===== src/rtl/fpu_ss_issue_buffer.sv =====
// -----------------------------------------------------------------------------
// fpu_ss_issue_buffer
//
// Purpose:
//   Front end of the FPU subsystem. It forwards each offered instruction word
//   to the predecoder and returns the predecoder's verdict to the core as the
//   issue response. Accepted instructions are captured, together with their
//   ID and the integer operands they use, into a small in-order FIFO. The FPU
//   decode stage drains that FIFO. Rejected instructions are answered in the
//   same cycle and are never buffered.
//
// Ports:
//   clk_i, rst_i                 clock, asynchronous active-high reset
//   flush_i                      synchronous flush of all buffered entries
//   x_issue_*                    core offload issue request/response
//   x_rs_i / x_rs_valid_i        integer operand values and their valids
//   prd_*                        predecoder request/response
//   instr_*                      FIFO head towards the decode stage
//   empty_o / full_o             FIFO occupancy flags
//
// Optional feature (macro FPU_SS_ISSUE_STATS_EN):
//   Adds the stat_accepted_o and stat_rejected_o outputs. These are
//   saturating 32-bit counters of pushes and of reject handshakes.
// -----------------------------------------------------------------------------
module fpu_ss_issue_buffer #(
    parameter int unsigned Depth   = 4,
    parameter int unsigned IdWidth = 4,
    parameter int unsigned NumRs   = 3
) (
    input  logic                  clk_i,
    input  logic                  rst_i,
    input  logic                  flush_i,
    input  logic                  x_issue_valid_i,
    output logic                  x_issue_ready_o,
    input  logic [31:0]           x_issue_instr_i,
    input  logic [IdWidth-1:0]    x_issue_id_i,
    input  logic [NumRs*32-1:0]   x_rs_i,
    input  logic [NumRs-1:0]      x_rs_valid_i,
    output logic                  x_issue_resp_accept_o,
    output logic                  x_issue_resp_writeback_o,
    output logic                  x_issue_resp_is_mem_op_o,
    output logic [31:0]           prd_instr_o,
    input  logic                  prd_accept_i,
    input  logic                  prd_writeback_i,
    input  logic                  prd_is_mem_op_i,
    input  logic [NumRs-1:0]      prd_use_rs_i,
    output logic                  instr_valid_o,
    input  logic                  instr_ready_i,
    output logic [31:0]           instr_data_o,
    output logic [IdWidth-1:0]    instr_id_o,
    output logic [NumRs*32-1:0]   instr_rs_o,
    output logic                  empty_o,
    output logic                  full_o
`ifdef FPU_SS_ISSUE_STATS_EN
    ,
    output logic [31:0]           stat_accepted_o,
    output logic [31:0]           stat_rejected_o
`endif
);

    localparam int unsigned PtrW = (Depth > 1) ? $clog2(Depth) : 1;
    localparam logic [PtrW-1:0] PtrOne   = PtrW'(1);
    localparam logic [PtrW:0]   CntOne   = (PtrW + 1)'(1);
    localparam logic [PtrW:0]   CntDepth = (PtrW + 1)'(Depth);

    // -------------------------------------------------------------------------
    // Predecode path and operand readiness
    // -------------------------------------------------------------------------
    logic [NumRs-1:0]    rs_ok_vec;
    logic [NumRs*32-1:0] rs_masked;
    logic                rs_ok;

    // Each operand is either unused or already valid. Unused operands are
    // stored as zero so that stale register values never reach the pipeline.
    for (genvar gi = 0; gi < NumRs; gi++) begin : g_rs
        assign rs_ok_vec[gi]          = !prd_use_rs_i[gi] || x_rs_valid_i[gi];
        assign rs_masked[gi*32 +: 32] = prd_use_rs_i[gi] ? x_rs_i[gi*32 +: 32] : 32'h0;
    end

    assign rs_ok = &rs_ok_vec;

    assign prd_instr_o              = x_issue_instr_i;
    assign x_issue_resp_accept_o    = x_issue_valid_i & prd_accept_i;
    assign x_issue_resp_writeback_o = x_issue_valid_i & prd_writeback_i;
    assign x_issue_resp_is_mem_op_o = x_issue_valid_i & prd_is_mem_op_i;

    // -------------------------------------------------------------------------
    // Handshake
    // -------------------------------------------------------------------------
    logic [PtrW-1:0] wr_ptr_q, wr_ptr_d;
    logic [PtrW-1:0] rd_ptr_q, rd_ptr_d;
    logic [PtrW:0]   count_q,  count_d;
    logic            reject_hs;
    logic            accept_ok;
    logic            push;
    logic            pop;

    assign full_o        = (count_q == CntDepth);
    assign empty_o       = (count_q == '0);
    assign instr_valid_o = !empty_o;

    // A reject completes at once. An accept also needs its operands and a
    // free slot. Fullness comes from the registered count only, so a pop in
    // the same cycle does not make room for a push.
    assign reject_hs       = x_issue_valid_i & !prd_accept_i & !flush_i;
    assign accept_ok       = x_issue_valid_i & prd_accept_i & rs_ok & !full_o;
    assign x_issue_ready_o = !flush_i & (reject_hs | accept_ok);

    assign push = x_issue_valid_i & x_issue_ready_o & prd_accept_i;
    assign pop  = instr_valid_o & instr_ready_i;

    // -------------------------------------------------------------------------
    // Pointer / count next-state
    // -------------------------------------------------------------------------
    always_comb begin
        wr_ptr_d = wr_ptr_q;
        rd_ptr_d = rd_ptr_q;
        count_d  = count_q;
        if (flush_i) begin
            // The flush wins over push and pop. A pop in this cycle is dropped.
            wr_ptr_d = '0;
            rd_ptr_d = '0;
            count_d  = '0;
        end else begin
            if (push) begin
                wr_ptr_d = wr_ptr_q + PtrOne;
            end
            if (pop) begin
                rd_ptr_d = rd_ptr_q + PtrOne;
            end
            case ({push, pop})
                2'b10:   count_d = count_q + CntOne;
                2'b01:   count_d = count_q - CntOne;
                default: count_d = count_q;
            endcase
        end
    end

    always_ff @(posedge clk_i or posedge rst_i) begin
        if (rst_i) begin
            wr_ptr_q <= '0;
            rd_ptr_q <= '0;
            count_q  <= '0;
        end else begin
            wr_ptr_q <= wr_ptr_d;
            rd_ptr_q <= rd_ptr_d;
            count_q  <= count_d;
        end
    end

    // -------------------------------------------------------------------------
    // Entry storage
    // -------------------------------------------------------------------------
    // The storage itself is not reset. Only occupancy is reset. The head
    // outputs are forced to zero while the FIFO is empty, so stale contents
    // are never visible after a reset or a flush.
    logic [31:0]         instr_mem_q [Depth];
    logic [IdWidth-1:0]  id_mem_q    [Depth];
    logic [NumRs*32-1:0] rs_mem_q    [Depth];

    always_ff @(posedge clk_i) begin
        if (push) begin
            instr_mem_q[wr_ptr_q] <= x_issue_instr_i;
            id_mem_q[wr_ptr_q]    <= x_issue_id_i;
            rs_mem_q[wr_ptr_q]    <= rs_masked;
        end
    end

    assign instr_data_o = empty_o ? 32'h0 : instr_mem_q[rd_ptr_q];
    assign instr_id_o   = empty_o ? '0    : id_mem_q[rd_ptr_q];
    assign instr_rs_o   = empty_o ? '0    : rs_mem_q[rd_ptr_q];

`ifdef FPU_SS_ISSUE_STATS_EN
    // -------------------------------------------------------------------------
    // Saturating statistics counters. A flush does not clear them.
    // -------------------------------------------------------------------------
    logic [31:0] stat_accepted_q, stat_accepted_d;
    logic [31:0] stat_rejected_q, stat_rejected_d;

    always_comb begin
        stat_accepted_d = stat_accepted_q;
        stat_rejected_d = stat_rejected_q;
        if (push && (stat_accepted_q != 32'hFFFF_FFFF)) begin
            stat_accepted_d = stat_accepted_q + 32'd1;
        end
        if (reject_hs && (stat_rejected_q != 32'hFFFF_FFFF)) begin
            stat_rejected_d = stat_rejected_q + 32'd1;
        end
    end

    always_ff @(posedge clk_i or posedge rst_i) begin
        if (rst_i) begin
            stat_accepted_q <= '0;
            stat_rejected_q <= '0;
        end else begin
            stat_accepted_q <= stat_accepted_d;
            stat_rejected_q <= stat_rejected_d;
        end
    end

    assign stat_accepted_o = stat_accepted_q;
    assign stat_rejected_o = stat_rejected_q;
`endif

endmodule

===== config.mk =====
export PLATFORM = sky130hd
export DESIGN_NAME = fpu_ss_issue_buffer
export DESIGN_NICKNAME = d
export VERILOG_FILES = /design/src/rtl/fpu_ss_issue_buffer.sv
export SDC_FILE = /design/constraint.sdc
export NUM_CORES = 1
export LEC_CHECK = 0
export BUFFER_PORTS_ARGS = -buffer_cell sky130_fd_sc_hd__buf_2
export CAP_MARGIN = 20
export CELL_PAD_IN_SITES_DETAIL_PLACEMENT = 1
export CELL_PAD_IN_SITES_GLOBAL_PLACEMENT = 1
export CORE_ASPECT_RATIO = 1.25
export CORE_MARGIN = 3
export CORE_UTILIZATION = 44
export DETAILED_ROUTE_END_ITERATION = 7
export GPL_ROUTABILITY_DRIVEN = 1
export PLACE_DENSITY = 0.75
export RECOVER_POWER = 100
export SLEW_MARGIN = 10
export SYNTH_ARGS = -nofsm -noshare
export SYNTH_HDL_FRONTEND = slang
export SYNTH_SLANG_ARGS = --single-unit

===== constraint.sdc =====
create_clock -name clk_i -period 4.55 [get_ports clk_i]
set_input_delay 0.91 -clock clk_i [delete_from_list [all_inputs] [get_ports clk_i]]
set_output_delay 0.91 -clock clk_i [all_outputs]
set_load 0.02 [all_outputs]

==> reports/metrics.csv, run 1 <==
stage;metric;value;unit
yosys;synth_top_area_share;74.5;%
die;die-area;51000;sq um
placement;place_ws;0.857;ns
run_status;outcome;finished with violations;
clocking;post-cts-setup-buffers;0;
yosys;postSynth.asyncResetShare;1.31;%
timing;max_slew_margin;-6.81;%
global_routing;grt_overflow;0;
clocking;clockBufferDepth;3;
critical_path;path_cells;clkbuf_4, mux4_2, and2_0, buf_2;
yosys;synth_area_per_cell;20.6;sq um
die;die_w;203;microns
timing;clock_skew;0.0175;ns
critical_path;crit_arrival;3.05;ns
clocking;cts_buffers;50;
clocking;htreeDepth;2;
global_routing;antenna_found_initial;3;
yosys;yosysTopAreaCell;edfxtp_1;
yosys;ys_ff_latch;535;
min_path;min_path_type;in2async;
timing;rsz0062_at_grt;false;
critical_path;slowest_delay;0.81;ns
yosys;ys_top_cells_by_count;edfxtp_1 (528), and2_1 (236), mux4_2 (132);
power_and_ir_drop;max-vdd-ir-drop;0.359;mV
yosys;ys_seq_area_share;75.4;%
route;vias;10500;
critical_path;cp-end-kind;output pin;
yosys;synth.most_common_cell;edfxtp_1;
global_routing;grtUsageTotal;18.3;%
timing;fin_crit;3.96;ns
clocking;insertion_delay;0.59;ns
critical_path;crit_required;3.64;ns
global_routing;grt_pass1_vias;11500;
yosys;syn-cell-area;21300;sq um
timing;worst_slack;0.590;ns
die;io_pins;317;
route;routedLengthMet1;18500;microns
route;ant_nets;0;
clocking;numClockSinks;535;
die;die_h;252;microns
critical_path;critPathKind;reg2out;
critical_path;worstSetupStartpointType;register;
yosys;synth-edff-count;528;
placement;dp_hpwl;28700;microns
timing;finalHoldViolCount;0;
die;core_area;47500;sq um
run;drv_cap;2;
die;initial_core_util;44.7;%
critical_path;crit_slowest_cell;dfrtp_4;
clocking;cts_tree;yes;
critical_path;critPathMaxFanout;27;
timing;tns;0;ns
clocking;cts_root_buffer;clkbuf_16;
placement;gp_congestion;0.731;
power_and_ir_drop;power.density;499;nW/um^2
clocking;clk_pin_slew_worst_paths;0.07;ns
route;dr_wl_met2;24400;microns
route;drt_wl_total;46500;microns
route;drc;0;
route;drtIter0Drc;698;
yosys;synthFlopType;edfxtp_1;
finish;final_layout_size_suffix_gt1_share;26.9;%
yosys;ys_types;27;
route;routed.top_layer;met5;
global_routing;grt_max_degree;97;
yosys;synth_nets;1184;
finish;fin_nets;1484;
route;dr.pass1.iters;5;
clocking;cts.repair.resized;0;
placement;portBuffers;316;
die;std_cell_rows;89;
yosys;yosys_warnings;0;
clocking;holdBufCountCts;0;
finish;areaGrowthSynthToFinish;16.5;%
power_and_ir_drop;leakage;0.00798;uW
timing;max_freq;0.253;GHz
yosys;synthTopCellsByArea;edfxtp_1 (75%), mux4_2 (14%), and2_1 (6.9%);
route;wl_per_cell;23.1;microns
timing;max_slew.worst_pin.slew;1.60;ns
global_routing;grt_pass1_wl;70600;microns
timing;setup_viol;0;
timing;slew_violations;67;
route;routed_via_density;5.21;
finish;fillCellCount;4406;
yosys;synth_cells;1033;
route;route.met3.wl;2710;microns
timing;timing.final.crit_share;87.0;%
run_status;violations;max-capacitance violations, max-slew violations;
[metrics by stage]
step	instances	power (uW)	instance area (sq um)	hold slack [ns]	utilization (%)
2_1_floorplan	1033	7490	21300	0.555	-
5_1_grt	2009	12900	24800	0.273	52.1
4_1_cts	2009	12700	25100	0.238	52.7
3_3_place_gp	1918	8580	23500	0.581	49.4
3_5_place_dp	1918	8620	23500	0.596	49.4
6_report	2010	12400	24800	0.264	52.1
[per-layer routing]
| layer | up-vias | GRT usage [%] |
|---|---|---|
| met4 | 2 | 4.69 |
| met3 | 59 | 3.61 |
| met1 | 5445 | 24.5 |
| li1 | 4614 | - |
| met2 | 346 | 31.2 |
| met5 | - | 0 |
[state kept, by name (all words and copies together) (netlist names)]
name         flops
count_q          3
id_mem_q        16
instr_mem_q    128
rd_ptr_q         2
rs_mem_q       384
wr_ptr_q         2
[placed cells by master (no fill, tap or decap), types with 8 or more instances in the layout]
cell type and count:
and2_1 116, buf_2 138, clkbuf_1 190, mux4_2 132, clkinv_2 10, and2_0 117
clkinv_1 8, clkbuf_16 50, edfxtp_1 528
[critical path: cells and delay by family, from the launching register on]
kind | cells | cell delay, ns
buffers and inverters | 2 | 0.85
flip-flops | 1 | 0.81
multiplexers | 1 | 0.57
AND/OR/NAND/NOR | 1 | 0.20
[path summary, 6_finish.rpt]
| kind | from | end | slack (ns) | cells past startpoint |
|---|---|---|---|---|
| max | rd_ptr_q[0] | instr_rs_o[82] | 0.59 | 4 |
| min | rst_i | rd_ptr_q[0] | 0.26 | 2 |
| max reg2reg | count_q[0] | rs_mem_q[0][79] | 1.43 | 5 |
| min reg2reg | wr_ptr_q[0] | wr_ptr_q[0] | 0.61 | 1 |
| max in group asynchronous | rst_i | rd_ptr_q[1] | 4.02 | 2 |
| min in group clk_i | wr_ptr_q[0] | wr_ptr_q[0] | 0.61 | 1 |
[power breakdown]
group | switching [uW] | total (uW) | internal (uW) | leakage (uW)
Clock | 1740 | 4050 | 2310 | 0.000772
Combinational | 1850 | 2760 | 919 | 0.00230
Sequential | 54.8 | 5540 | 5480 | 0.00490
[final cells by class]
class / instances / area, sq um / area share (%)
Antenna cell: 1 / 2.50 / 0.0101
Clock buffer: 61 / 1290 / 5.22
Clock inverter: 30 / 295 / 1.19
Inverter: 5 / 18.8 / 0.0758
Multi-Input combinational cell: 405 / 4750 / 19.2
Sequential cell: 535 / 16000 / 64.7
Tap cell: 637 / 797 / 3.22
Timing Repair Buffer: 336 / 1580 / 6.37
[logic make-up (layout without fill, tap and decap cells)]
kind of cell	count (synthesis)	count (layout)	share of synthesized area (%)
other	0	1	0
multiplexers	137	137	14.2
AND/OR/NAND/NOR	258	258	7.55
AO/OA/AOI/OAI	2	2	0.0588
XOR/XNOR	3	3	0.124
adder cells (fa/ha/maj)	5	5	0.329
flip-flops	535	535	75.4
buffers and inverters	93	432	2.33
(Power assumes the default switching activity.)
==> inputs of run 2 (changes only) <==
--- a/config.mk
+++ b/config.mk
@@ -11,10 +11,10 @@
 export CELL_PAD_IN_SITES_GLOBAL_PLACEMENT = 1
 export CORE_ASPECT_RATIO = 1.25
 export CORE_MARGIN = 3
-export CORE_UTILIZATION = 44
+export CORE_UTILIZATION = 53
 export DETAILED_ROUTE_END_ITERATION = 7
 export GPL_ROUTABILITY_DRIVEN = 1
-export PLACE_DENSITY = 0.75
+export PLACE_DENSITY = 0.85
 export RECOVER_POWER = 100
 export SLEW_MARGIN = 10
 export SYNTH_ARGS = -nofsm -noshare
==> constraint.sdc (replaced) <==
create_clock -name clk_i -period 5.1 [get_ports clk_i]
set_input_delay 1.02 -clock clk_i [delete_from_list [all_inputs] [get_ports clk_i]]
set_output_delay 1.02 -clock clk_i [all_outputs]
set_load 0.02 [all_outputs]
==> reports/metrics.csv, run 2 (synthesis results as in run 1) <==
stage;metric;value;unit;change
finish;post-route-util;62.3;%;was 52.1%
power_and_ir_drop;p_total;10900;uW;was 12400 uW
clocking;insertion_delay;0.56;ns;was 0.59 ns
route;dr.pass1.iters;4;;was 5
clocking;post-cts-setup-buffers;0;;unchanged
critical_path;crit_arrival;4.48;ns;was 3.05 ns
route;drt_wl_total;48200;microns;was 46500 microns
global_routing;grtUsageTotal;22.7;%;was 18.3%
placement;gp_congestion;0.743;;was 0.731
timing;setup_viol;0;;unchanged
clocking;clk_pin_slew_worst_paths;0.06;ns;was 0.07 ns
critical_path;crit_slowest_cell;clkbuf_4;;was dfrtp_4
die;core_area;39400;sq um;was 47500 sq um
route;route.met3.wl;2840;microns;was 2710 microns
placement;dp_hpwl;30100;microns;was 28700 microns
clocking;cts_tree;yes;;unchanged
finish;largest_reg_flops;384;;unchanged
critical_path;critPathMaxFanout;95;;was 27
critical_path;slowest_delay;1.20;ns;was 0.81 ns
die;die-area;42600;sq um;was 51000 sq um
power_and_ir_drop;max-vdd-ir-drop;0.357;mV;was 0.359 mV
clocking;cts.repair.resized;0;;unchanged
clocking;holdBufCountCts;0;;unchanged
placement;dpl_cell_area;23300;sq um;was 23500 sq um
timing;max_slew_margin;-4.52;%;was -6.81%
run;drv_cap;4;;was 2
timing;slew_violations;225;;was 67
clocking;htreeDepth;2;;unchanged
die;initial_core_util;53.9;%;was 44.7%
die;io_pins;317;;unchanged
timing;rsz0062_at_grt;false;;unchanged
global_routing;grt_pass1_wl;72100;microns;was 70600 microns
critical_path;path_cells;clkbuf_1, nor2b_1, or4_1, nor3_4, and2_0, clkbuf_4;;was clkbuf_4, mux4_2, and2_0, buf_2
finish;fillCellCount;3456;;was 4406
route;routedLengthMet1;19000;microns;was 18500 microns
route;wl_per_cell;25.8;microns;was 23.1 microns
clocking;numClockSinks;535;;unchanged
min_path;min_path_type;in2async;;unchanged
die;die_h;230;microns;was 252 microns
die;die_w;185;microns;was 203 microns
finish;fin_cells;1869;;was 2010
run_status;outcome;finished with violations;;unchanged
clocking;cts_buffers;50;;unchanged
finish;design_area;24600;sq um;was 24800 sq um
finish;layout_common_cells;edfxtp_1 (528), clkbuf_1 (200), mux4_2 (132), buf_2 (132), and2_0 (122);;was edfxtp_1 (528), clkbuf_1 (190), buf_2 (138)
power_and_ir_drop;leakage;0.00792;uW;was 0.00798 uW
global_routing;grt_max_degree;97;;unchanged
route;routed.top_layer;met5;;unchanged
global_routing;grt_pass1_vias;11600;;was 11500
global_routing;antenna_found_initial;2;;was 3
route;dr_wl_met2;24900;microns;was 24400 microns
finish;multi_input_area;4750;sq um;about the same
timing;timing.final.crit_share;84.8;%;
finish;top_register;rs_mem_q;;unchanged
finish;reg_top3;rs_mem_q (384), instr_mem_q (128), id_mem_q (16);;unchanged
timing;clock_skew;0.0113;ns;was 0.0175 ns
finish;areaGrowthSynthToFinish;15.4;%;was 16.5%
run_status;violations;max-capacitance violations, max-slew violations;;unchanged
route;drc;0;;unchanged
clocking;cts_root_buffer;clkbuf_16;;unchanged
power_and_ir_drop;power.density;446;nW/um^2;was 499 nW/um^2
critical_path;critPathBufInv;2;;unchanged
placement;portBuffers;316;;unchanged
clocking;clockBufferDepth;3;;unchanged
finish;fin_nets;1481;;was 1484
critical_path;critical-path-top-delay-family;buffers and inverters;;unchanged
finish;final_layout_size_suffix_gt1_share;26.0;%;was 26.9%
critical_path;crit_required;5.25;ns;was 3.64 ns
timing;tns;0;ns;unchanged
critical_path;worstSetupStartpointType;input pin;;was register
timing;fin_crit;4.33;ns;
timing;max_slew.worst_pin.slew;1.57;ns;was 1.60 ns
route;routed_via_density;5.72;;was 5.21
route;drtIter0Drc;854;;was 698
finish;regArea;16000;sq um;about the same
timing;max_freq;0.231;GHz;
global_routing;grt_overflow;0;;unchanged
route;vias;10700;;was 10500
critical_path;critPathKind;in2reg;;was reg2out
route;ant_nets;0;;unchanged
timing;finalHoldViolCount;0;;unchanged
finish;final_common_cell;edfxtp_1;;unchanged
critical_path;cp-end-kind;register;;was output pin
die;std_cell_rows;81;;was 89
placement;numPlacedInstances;1776;;was 1918
## run 2: path summary, 6_finish.rpt
kind / start / endpoint / slack [ns] / depth (start not counted)
setup / recovery: prd_use_rs_i[1] / instr_mem_q[1][27] / 0.77 / 6
hold / removal: rst_i / rd_ptr_q[1] / 0.45 / 2
setup reg to reg: count_q[0] / instr_mem_q[1][27] / 1.62 / 5
hold reg to reg: wr_ptr_q[0] / wr_ptr_q[0] / 0.63 / 1
max in group asynchronous: rst_i / rd_ptr_q[1] / 4.40 / 2
min in group clk_i: wr_ptr_q[0] / wr_ptr_q[0] / 0.63 / 1
## run 2: stage by stage
step           hold WS (ns)  worst slack, ns
6_report              0.450            0.774
5_1_grt               0.448            0.515
4_1_cts               0.416             1.11
3_5_place_dp          0.616             1.13
3_3_place_gp          0.583             1.23
2_1_floorplan         0.555             1.04
## run 2: power breakdown
part	switching (uW)	internal [uW]	leakage (uW)
Combinational	1640	801	0.00226
Sequential	67.2	4890	0.00490
Clock	1550	2000	0.000757
## run 2: metal layers
metal	track usage, %	vias to the layer above
met3	3.70	86
met4	6.47	2
li1	-	4614
met5	0	-
met2	38.5	419
met1	30.7	5569
## run 2: layout make-up
cell class                      instances  area share [%]
Sequential cell                       535            65.3
Multi-Input combinational cell        405            19.3
Timing Repair Buffer                  333            6.38
Clock buffer                           67            5.62
Tap cell                              498            2.54
Clock inverter                         24           0.719
Inverter                                5          0.0764
Antenna cell                            2          0.0204
==> inputs of run 3 (changes only) <==
--- a/config.mk
+++ b/config.mk
@@ -11,10 +11,10 @@
 export CELL_PAD_IN_SITES_GLOBAL_PLACEMENT = 1
 export CORE_ASPECT_RATIO = 1.25
 export CORE_MARGIN = 3
-export CORE_UTILIZATION = 53
+export CORE_UTILIZATION = 44
 export DETAILED_ROUTE_END_ITERATION = 7
 export GPL_ROUTABILITY_DRIVEN = 1
-export PLACE_DENSITY = 0.85
+export PLACE_DENSITY = 0.75
 export RECOVER_POWER = 100
 export SLEW_MARGIN = 10
 export SYNTH_ARGS = -nofsm -noshare
==> constraint.sdc (replaced) <==
create_clock -name clk_i -period 3.75 [get_ports clk_i]
set_input_delay 0.75 -clock clk_i [delete_from_list [all_inputs] [get_ports clk_i]]
set_output_delay 0.75 -clock clk_i [all_outputs]
set_load 0.02 [all_outputs]
==> reports/metrics.csv, run 3 (synthesis results as in run 1) <==
stage;metric;value;unit;change
run_status;violations;max-capacitance violations, max-slew violations;;unchanged
critical_path;crit_required;3.00;ns;was 5.25 ns
global_routing;grt_pass1_vias;11400;;was 11600
clocking;cts.repair.resized;0;;unchanged
timing;max_slew_margin;-14.5;%;was -4.52%
route;wl_per_cell;23.3;microns;was 25.8 microns
finish;layout_common_cells;edfxtp_1 (528), clkbuf_1 (164), buf_2 (158);;was edfxtp_1 (528), clkbuf_1 (200), mux4_2 (132), buf_2 (132), and2_0 (122)
finish;reg_top3;rs_mem_q (384), instr_mem_q (128), id_mem_q (16);;unchanged
clocking;clockBufferDepth;3;;unchanged
timing;fin_crit;3.49;ns;
clocking;cts_root_buffer;clkbuf_16;;unchanged
finish;post-route-util;52.6;%;was 62.3%
clocking;cts_buffers;50;;unchanged
route;ant_nets;0;;unchanged
global_routing;grtUsageTotal;18.3;%;was 22.7%
timing;slew_violations;65;;was 225
die;core_area;47500;sq um;was 39400 sq um
clocking;numClockSinks;535;;unchanged
route;drc;0;;unchanged
finish;largest_reg_flops;384;;unchanged
finish;final_layout_size_suffix_gt1_share;29.1;%;was 26.0%
run_status;outcome;finished with violations;;unchanged
timing;clock_skew;0.0135;ns;was 0.0113 ns
route;routed_via_density;5.23;;was 5.72
power_and_ir_drop;max-vdd-ir-drop;0.306;mV;was 0.357 mV
placement;numPlacedInstances;1927;;was 1776
placement;dp_hpwl;29700;microns;was 30100 microns
global_routing;grt_overflow;0;;unchanged
placement;gp_congestion;0.715;;was 0.743
critical_path;slowest_delay;0.83;ns;was 1.20 ns
die;io_pins;317;;unchanged
route;drt_wl_total;47200;microns;was 48200 microns
clocking;insertion_delay;0.56;ns;about the same
critical_path;critPathMaxFanout;25;;was 95
timing;tns;0;ns;unchanged
die;initial_core_util;44.7;%;was 53.9%
timing;rsz0062_at_grt;false;;unchanged
route;vias;10600;;was 10700
min_path;min_path_type;in2async;;unchanged
critical_path;cp-end-kind;output pin;;was register
finish;areaGrowthSynthToFinish;17.5;%;was 15.4%
critical_path;crit_arrival;2.74;ns;was 4.48 ns
critical_path;crit_slowest_cell;dfrtp_1;;was clkbuf_4
clocking;cts_tree;yes;;unchanged
power_and_ir_drop;leakage;0.00816;uW;was 0.00792 uW
route;dr.pass1.iters;5;;was 4
placement;portBuffers;316;;unchanged
run;drv_cap;2;;was 4
finish;fin_cells;2022;;was 1869
critical_path;critPathKind;reg2out;;was in2reg
clocking;clk_pin_slew_worst_paths;0.06;ns;about the same
route;drtIter0Drc;790;;was 854
timing;timing.final.crit_share;93.1;%;
timing;max_slew.worst_pin.slew;1.72;ns;was 1.57 ns
critical_path;path_cells;clkbuf_4, mux4_2, and2_1, clkbuf_1;;was clkbuf_1, nor2b_1, or4_1, nor3_4, and2_0, clkbuf_4
finish;top_register;rs_mem_q;;unchanged
die;die_h;252;microns;was 230 microns
timing;finalHoldViolCount;0;;unchanged
timing;setup_viol;0;;unchanged
placement;dpl_cell_area;23600;sq um;was 23300 sq um
timing;max_freq;0.286;GHz;
finish;design_area;25000;sq um;was 24600 sq um
clocking;htreeDepth;2;;unchanged
critical_path;worstSetupStartpointType;register;;was input pin
finish;fillCellCount;4399;;was 3456
finish;final_common_cell;edfxtp_1;;unchanged
die;die-area;51000;sq um;was 42600 sq um
die;die_w;203;microns;was 185 microns
power_and_ir_drop;power.density;612;nW/um^2;was 446 nW/um^2
global_routing;grt_max_degree;62;;was 97
global_routing;antenna_found_initial;5;;was 2
die;std_cell_rows;89;;was 81
global_routing;grt_pass1_wl;70900;microns;was 72100 microns
clocking;post-cts-setup-buffers;0;;unchanged
finish;fin_nets;1493;;was 1481
clocking;holdBufCountCts;0;;unchanged
[run 3: cell types whose count changed in the layout (fill, tap and decap cells not counted), moves of 7 or more]
cell | previous run | this run
buf_2 | 132 | 158
clkbuf_1 | 200 | 164
and2_1 | 112 | 97
buf_4 | 3 | 10
and2_0 | 122 | 136
[run 3: worst paths after layout]
check / startpoint / to / slack [ns] / cells after the start
min in group clk_i: x_issue_instr_i[15] / instr_mem_q[1][15] / 0.48 / 1
min reg2reg: wr_ptr_q[0] / wr_ptr_q[0] / 0.62 / 1
max in group asynchronous: rst_i / rd_ptr_q[0] / 3.38 / 2
max reg2reg: count_q[2] / instr_mem_q[3][27] / 0.49 / 6
min: rst_i / rd_ptr_q[1] / 0.12 / 2
max: rd_ptr_q[1] / instr_rs_o[13] / 0.26 / 4
[run 3: routing by layer]
metal  global-route usage [%]  part of all wire (%)  wire, microns
met5                        0                 0.036             17
met4                     4.93                   2.4           1120
met3                     3.45                   6.0           2820
met2                     30.5                    50          23700
met1                     25.2                    41          19500
[run 3: report_power, final]
group	total, uW	switching, uW	internal, uW
registers	6710	56.8	6650
logic	3370	2240	1130
clock network	5220	2110	3110
total	15300	4400	10900
[run 3: worst max-delay path: cells and delay by family (launching register included)]
kind          cells  cell delay, ns
buf+inv           2            0.75
flops             1            0.83
mux               1            0.41
simple gates      1            0.18
[run 3: area by class of cell]
cell class | instances | area (sq um) | share of cell area (%)
Inverter | 5 | 18.8 | 0.0751
Multi-Input combinational cell | 405 | 4740 | 19.0
Clock buffer | 54 | 1330 | 5.32
Antenna cell | 3 | 7.51 | 0.0300
Tap cell | 637 | 797 | 3.19
Timing Repair Buffer | 345 | 1680 | 6.70
Clock inverter | 38 | 395 | 1.58
Sequential cell | 535 | 16000 | 64.1
[run 3: per-stage QoR]
stage          total power [uW]  setup WS, ns  hold slack [ns]
6_report                  15300         0.258            0.120
5_1_grt                   16000         0.116            0.126
4_1_cts                   15700         0.323           0.0990
3_5_place_dp              10400         0.557            0.621
3_3_place_gp              10400         0.583            0.579
2_1_floorplan              9090       -0.0417            0.553
